File: config.mk
export PLATFORM = sky130hd
export DESIGN_NAME = link_stack
export DESIGN_NICKNAME = d
export VERILOG_FILES = /design/src/rtl/link_stack_pkg.sv /design/src/rtl/link_stack_mem.sv /design/src/rtl/link_stack.sv
export SDC_FILE = /design/constraint.sdc
export NUM_CORES = 1
export LEC_CHECK = 0
export CAP_MARGIN = 15
export CORE_AREA = 4 4 92 94
export CTS_BUF_LIST = sky130_fd_sc_hd__clkbuf_4 sky130_fd_sc_hd__clkbuf_8
export DETAILED_ROUTE_END_ITERATION = 6
export DIE_AREA = 0 0 96 98
export PLACE_DENSITY = 0.68
export SLEW_MARGIN = 25
export SYNTH_ARGS = -nofsm -noshare
export SYNTH_HDL_FRONTEND = slang
export SYNTH_SLANG_ARGS = --single-unit
File: constraint.sdc
create_clock -name Clk -period 2.8 [get_ports Clk]
set_input_delay 0.28 -clock Clk [delete_from_list [all_inputs] [get_ports Clk]]
set_output_delay 0.28 -clock Clk [all_outputs]
set_load 0.01 [all_outputs]
File: src/rtl/link_stack_pkg.sv
// ---------------------------------------------------------------------------
// link_stack_pkg
//   Shared sequence-control constants for the hardware return-address stack,
//   plus small ring-index helpers used by the pointer logic.
//
//   Contents:
//     LINK_STACK_DEPTH  default number of stack entries
//     PC_SRC_STACK      PC source mux select value for "return from stack"
//     ring_inc/ring_dec index arithmetic with explicit wrap for any depth
// ---------------------------------------------------------------------------
package link_stack_pkg;

    localparam int LINK_STACK_DEPTH = 8;
    localparam logic [1:0] PC_SRC_STACK = 2'd3;

    // Depth need not be a power of two, so wrap explicitly instead of
    // relying on natural modulo-2^n overflow.
    function automatic int ring_inc(input int idx, input int depth);
        return (idx == depth - 1) ? 0 : idx + 1;
    endfunction

    function automatic int ring_dec(input int idx, input int depth);
        return (idx == 0) ? depth - 1 : idx - 1;
    endfunction

endpackage

File: src/rtl/link_stack_mem.sv
// ---------------------------------------------------------------------------
// link_stack_mem
//   Depth x DataWidth register array backing the return-address stack.
//   One synchronous write port and one asynchronous read port; contents are
//   never reset.
//
//   Ports:
//     clk      in   rising-edge clock for the write port
//     wr_en    in   write enable
//     wr_addr  in   write index (0..Depth-1)
//     wr_data  in   data to write
//     rd_addr  in   read index (0..Depth-1)
//     rd_data  out  combinational read data
// ---------------------------------------------------------------------------
module link_stack_mem #(
    parameter int DataWidth = 8,
    parameter int Depth     = 8,
    parameter int AddrWidth = $clog2(Depth)
) (
    input  logic                 clk,
    input  logic                 wr_en,
    input  logic [AddrWidth-1:0] wr_addr,
    input  logic [DataWidth-1:0] wr_data,
    input  logic [AddrWidth-1:0] rd_addr,
    output logic [DataWidth-1:0] rd_data
);

    logic [DataWidth-1:0] mem [Depth];

    always_ff @(posedge clk) begin
        if (wr_en) begin
            mem[wr_addr] <= wr_data;
        end
    end

    assign rd_data = mem[rd_addr];

endmodule

File: src/rtl/link_stack.sv
// ---------------------------------------------------------------------------
// link_stack
//   Hardware return-address stack (LIFO) for the A09-family CPU. Pushed on a
//   linked jump, popped on RET; the top entry feeds the PC source mux.
//
//   Configuration macro:
//     LINK_STACK_WRAP_EN  defined   -> push while Full overwrites the oldest
//                                      entry (newest kept, Count stays Depth)
//                         undefined -> push while Full is dropped
//
//   Ports:
//     Clk        in   system clock, rising edge
//     Reset      in   synchronous active-low reset
//     Push       in   push DIn this cycle
//     Pop        in   pop top entry this cycle
//     DIn        in   return address to push
//     ErrClr     in   clear sticky Overflow/Underflow
//     DOut       out  top of stack, 0 when empty
//     Count      out  number of valid entries, 0..Depth
//     Empty      out  Count == 0
//     Full       out  Count == Depth
//     Overflow   out  sticky: push attempted while Full
//     Underflow  out  sticky: pop attempted while Empty
// ---------------------------------------------------------------------------
module link_stack
    import link_stack_pkg::*;
#(
    parameter int DataWidth = 8,
    parameter int Depth     = LINK_STACK_DEPTH,
    parameter int CntWidth  = $clog2(Depth + 1)
) (
    input  logic                 Clk,
    input  logic                 Reset,
    input  logic                 Push,
    input  logic                 Pop,
    input  logic [DataWidth-1:0] DIn,
    input  logic                 ErrClr,
    output logic [DataWidth-1:0] DOut,
    output logic [CntWidth-1:0]  Count,
    output logic                 Empty,
    output logic                 Full,
    output logic                 Overflow,
    output logic                 Underflow
);

    localparam int IdxWidth = $clog2(Depth);

    logic [IdxWidth-1:0]  tp;
    logic [IdxWidth-1:0]  tp_next;
    logic [IdxWidth-1:0]  tp_inc;
    logic [IdxWidth-1:0]  top_idx;
    logic [IdxWidth-1:0]  wr_addr;
    logic [CntWidth-1:0]  count_q;
    logic [CntWidth-1:0]  count_next;
    logic [DataWidth-1:0] rd_data;
    logic                 wr_en;
    logic                 ovf_set;
    logic                 unf_set;
    logic                 overflow_q;
    logic                 underflow_q;
    logic                 is_empty;
    logic                 is_full;

    // tp is the next free slot; the top entry lives one slot below it.
    assign tp_inc   = IdxWidth'(ring_inc(int'(tp), Depth));
    assign top_idx  = IdxWidth'(ring_dec(int'(tp), Depth));
    assign is_empty = (count_q == '0);
    assign is_full  = (count_q == CntWidth'(Depth));

    // Operation decode. Push&Pop on a non-empty stack is a replace-top;
    // on an empty stack it degrades to a push and still flags underflow.
    // Since Depth >= 2, an empty stack can never also be full.
    always_comb begin
        tp_next    = tp;
        count_next = count_q;
        wr_en      = 1'b0;
        wr_addr    = tp;
        ovf_set    = 1'b0;
        unf_set    = 1'b0;
        if (Push && Pop && !is_empty) begin
            wr_en   = 1'b1;
            wr_addr = top_idx;
        end else if (Push && !is_full) begin
            wr_en      = 1'b1;
            tp_next    = tp_inc;
            count_next = count_q + CntWidth'(1);
            unf_set    = Pop;
        end else if (Push) begin
            ovf_set = 1'b1;
`ifdef LINK_STACK_WRAP_EN
            // Overwrite the oldest entry: the slot after the top is the
            // bottom of a full ring.
            wr_en   = 1'b1;
            tp_next = tp_inc;
`endif
        end else if (Pop && !is_empty) begin
            tp_next    = top_idx;
            count_next = count_q - CntWidth'(1);
        end else if (Pop) begin
            unf_set = 1'b1;
        end
    end

    // Pointer, count and sticky flags. A fresh error in the same cycle as
    // ErrClr keeps its flag set.
    always_ff @(posedge Clk) begin
        if (!Reset) begin
            tp          <= '0;
            count_q     <= '0;
            overflow_q  <= 1'b0;
            underflow_q <= 1'b0;
        end else begin
            tp          <= tp_next;
            count_q     <= count_next;
            overflow_q  <= ovf_set | (overflow_q & ~ErrClr);
            underflow_q <= unf_set | (underflow_q & ~ErrClr);
        end
    end

    // Writes are suppressed during reset so a push in that cycle is lost.
    link_stack_mem #(
        .DataWidth(DataWidth),
        .Depth    (Depth),
        .AddrWidth(IdxWidth)
    ) u_mem (
        .clk    (Clk),
        .wr_en  (wr_en & Reset),
        .wr_addr(wr_addr),
        .wr_data(DIn),
        .rd_addr(top_idx),
        .rd_data(rd_data)
    );

    assign DOut      = is_empty ? '0 : rd_data;
    assign Count     = count_q;
    assign Empty     = is_empty;
    assign Full      = is_full;
    assign Overflow  = overflow_q;
    assign Underflow = underflow_q;

endmodule

==> flow_summary.toml <==
[place]
hpwl_um = 4870
dpl_cell_area_um2 = 3870
io_buffer_count = 28
dp_cells = 376
place_congestion = 0.870
pre_cts_slack_ns = -0.0121

[detailed_routing]
wirelength_um = 7240
vias = 2249
drtIter0Drc = 159
drc = 0
avgViaCountPerCell = 5.69
first_pass_iters = 4
avgRoutedWirePerCell_um = 18.3
drtAntennaViolNets = 0

[sta]
setup_slack_ns = 0.0870
setup_tns_ns = 0
timing.slew.headroom_pct = 62.5
setup_viol = 0
hold_viol = 0
finClkSkew_ns = 0.0128
max_freq_ghz = 0.369
post-route-period-util_pct = 96.9
finalMaxSlewViolations = 0
tightest_slew_ns = 0.556
period_needed_ns = 2.71

[finish]
fill_cells = 625
final_core_util_pct = 54.6
drive_gt1_share_pct = 27.3
area_growth_pct = 26.3
finalInstanceArea_um2 = 4170
layout.nets = 307
fin_cells = 395
final_common_cell = "edfxtp_1"
antenna_cells = 0
final_cell_mix = "edfxtp_1, buf_4, clkdlybuf4s50_1"

[global_route]
grt_pass1_vias = 2138
antenna_found_initial = 0
grt_pass1_wl_um = 11400
grt_max_degree = 26
overflow = 0
grt_use_total_pct = 16.3

[die]
ios = 29
core-area_um2 = 7650
rows = 32
dieWidth_um = 96
die_h_um = 98
start_util_pct = 43.2
fp.dieArea_um2 = 9410

[synth]
synth_area_um2 = 3300
synth-simple-area-share_pct = 11.4
yosys_warnings = 0
synth_edf_count = 64
ys_seq_elements = 73
synth_top_family_by_area = "compound AO/OA/AOI/OAI gates"
synth_mux_area_share_pct = 8.07
synth-xor-area-share_pct = 0
syn_nets = 247
synth.distinct_cells = 54
synth_ff_type = "edfxtp_1"
synthArstFlopShare_pct = 0
seq_area_frac_synth_pct = 63.6
avgSynthCellArea_um2 = 14.5
synth_compound_area_share_pct = 11.6
netlist_instances = 228
synthAdderAreaFrac_pct = 2.27

[setup_path]
crit_buf_inv = 3
cp_cell_sequence = "inv_2, ha_4, nand2b_4, and2_4, buf_4, mux4_2, a22o_1, dlygate4sd2_1"
slowest_delay_ns = 0.48
critPathTopFamily = "buffers and inverters"
critPathRequiredTime_ns = 2.52
cp_max_fo = 7
cp-end-kind = "output port"
critPathKind = "flop to output port"
r2r_setup_slack_ns = 0.34
slowest_stage = "mux4_2"
arrival_ns = 2.43
crit_path_start_kind = "flop"

[cts]
cts_max_path_buffers = 2
cts_buffers = 9
clk_transition_reported_paths_ns = 0.08
worstSkewPairLatency_ns = 0.34
ctsHoldBuffers = 0
root_buffer = "clkbuf_8"
htreeDepth = 3
cts_tree = "built"
clkSinkCount = 73

[worst_hold_path]
min-delay-path-class = "flop to flop"

[run]
maxCapViolations = 0

[outcome]
status = "complete, no violations"

[pwr]
powerDensity_nw_per_um2 = 1050
ir_drop_uv = 408
power_leakage_nw = 1.49
==> state kept, by name, indices dropped and copies added, names as in the netlist <==
signal and flops:
Count 4, tp 3, Underflow 1, u_mem.mem 64
Overflow 1
==> where the power goes <==
part / total [mW] / internal (mW) / switching (mW)
logic: 2.11 / 1.01 / 1.10
clock network: 0.874 / 0.492 / 0.382
registers: 1.41 / 1.32 / 0.0912
total: 4.40 / 2.82 / 1.57
==> metrics by stage <==
| stage | total power, mW | hold slack (ns) |
|---|---|---|
| 2_1_floorplan | 2.58 | 0.379 |
| 3_3_place_gp | 3.38 | 0.475 |
| 3_5_place_dp | 3.40 | 0.479 |
| 4_1_cts | 4.32 | 0.494 |
| 5_1_grt | 4.64 | 0.529 |
| 6_report | 4.40 | 0.492 |
==> worst reg2reg max path, delay by kind of cell, from the launching register on <==
kind            cells  cell delay [ns]
flops               1             0.42
buf+inv             2             0.42
simple gates        2             0.46
compound gates      2             0.89
==> what timing repair did <==
item,in CTS,in global routing
setup endpoints to repair,8,4
gates cloned,0,0
setup buffers,1,2
resized for setup,19,12
==> routing by layer <==
layer	track usage (%)	part of all wire (%)	vias to the layer above
met5	0	0	-
met4	7.11	2.0	0
met3	4.78	7.0	12
met2	24.0	49	80
met1	22.4	42	1122
li1	-	-	1035
==> area by class of cell <==
type                       count  area (um2)  area share, %
clock inverter                 7        85.1           2.04
tap                          102         128           3.06
clock buffer                   9         124           2.97
inverter                      12        46.3           1.11
multi-input combinational    133        1170           27.9
sequential                    73        2100           50.4
timing repair buffer          59         519           12.4
==> cell families after synthesis <==
kind of cell | Yosys count
buffers and inverters | 22
adder cells (fa/ha/maj) | 6
AO/OA/AOI/OAI | 48
multiplexers | 16
flip-flops | 73
AND/OR/NAND/NOR | 63
==> final timing paths <==
path                  from              end  depth (start not counted)
hold / removal    Overflow         Overflow                          2
setup reg to reg  Count[0]  u_mem.mem[5][7]                          6
setup / recovery     tp[0]          DOut[7]                          8
hold reg to reg   Overflow         Overflow                          2
==> cells in the mapped netlist, types with 3 or more instances <==
cell type / instances / area share, %
edfxtp_1: 64 / 58
nor2_1: 11 / 1.3
inv_1: 10 / 1.1
nand2_1: 10 / 1.1
dfxtp_1: 9 / 5.5
mux4_2: 7 / 4.8
nand3_1: 7 / 1.1
a22o_1: 6 / 1.6
ha_1: 6 / 2.3
a21oi_1: 5 / 0.76
mux2_2: 5 / 1.7
nand4_1: 5 / 0.95
nor3_1: 5 / 0.76
nor3b_1: 5 / 1.1
o21ai_0: 5 / 0.76
o311ai_0: 5 / 1.3
o31ai_1: 5 / 1.1
a211oi_1: 4 / 0.91
buf_2: 4 / 0.61
clkbuf_1: 4 / 0.45
and3_1: 3 / 0.57
mux2i_1: 3 / 0.91
Power figures use the tool's default switching activity.
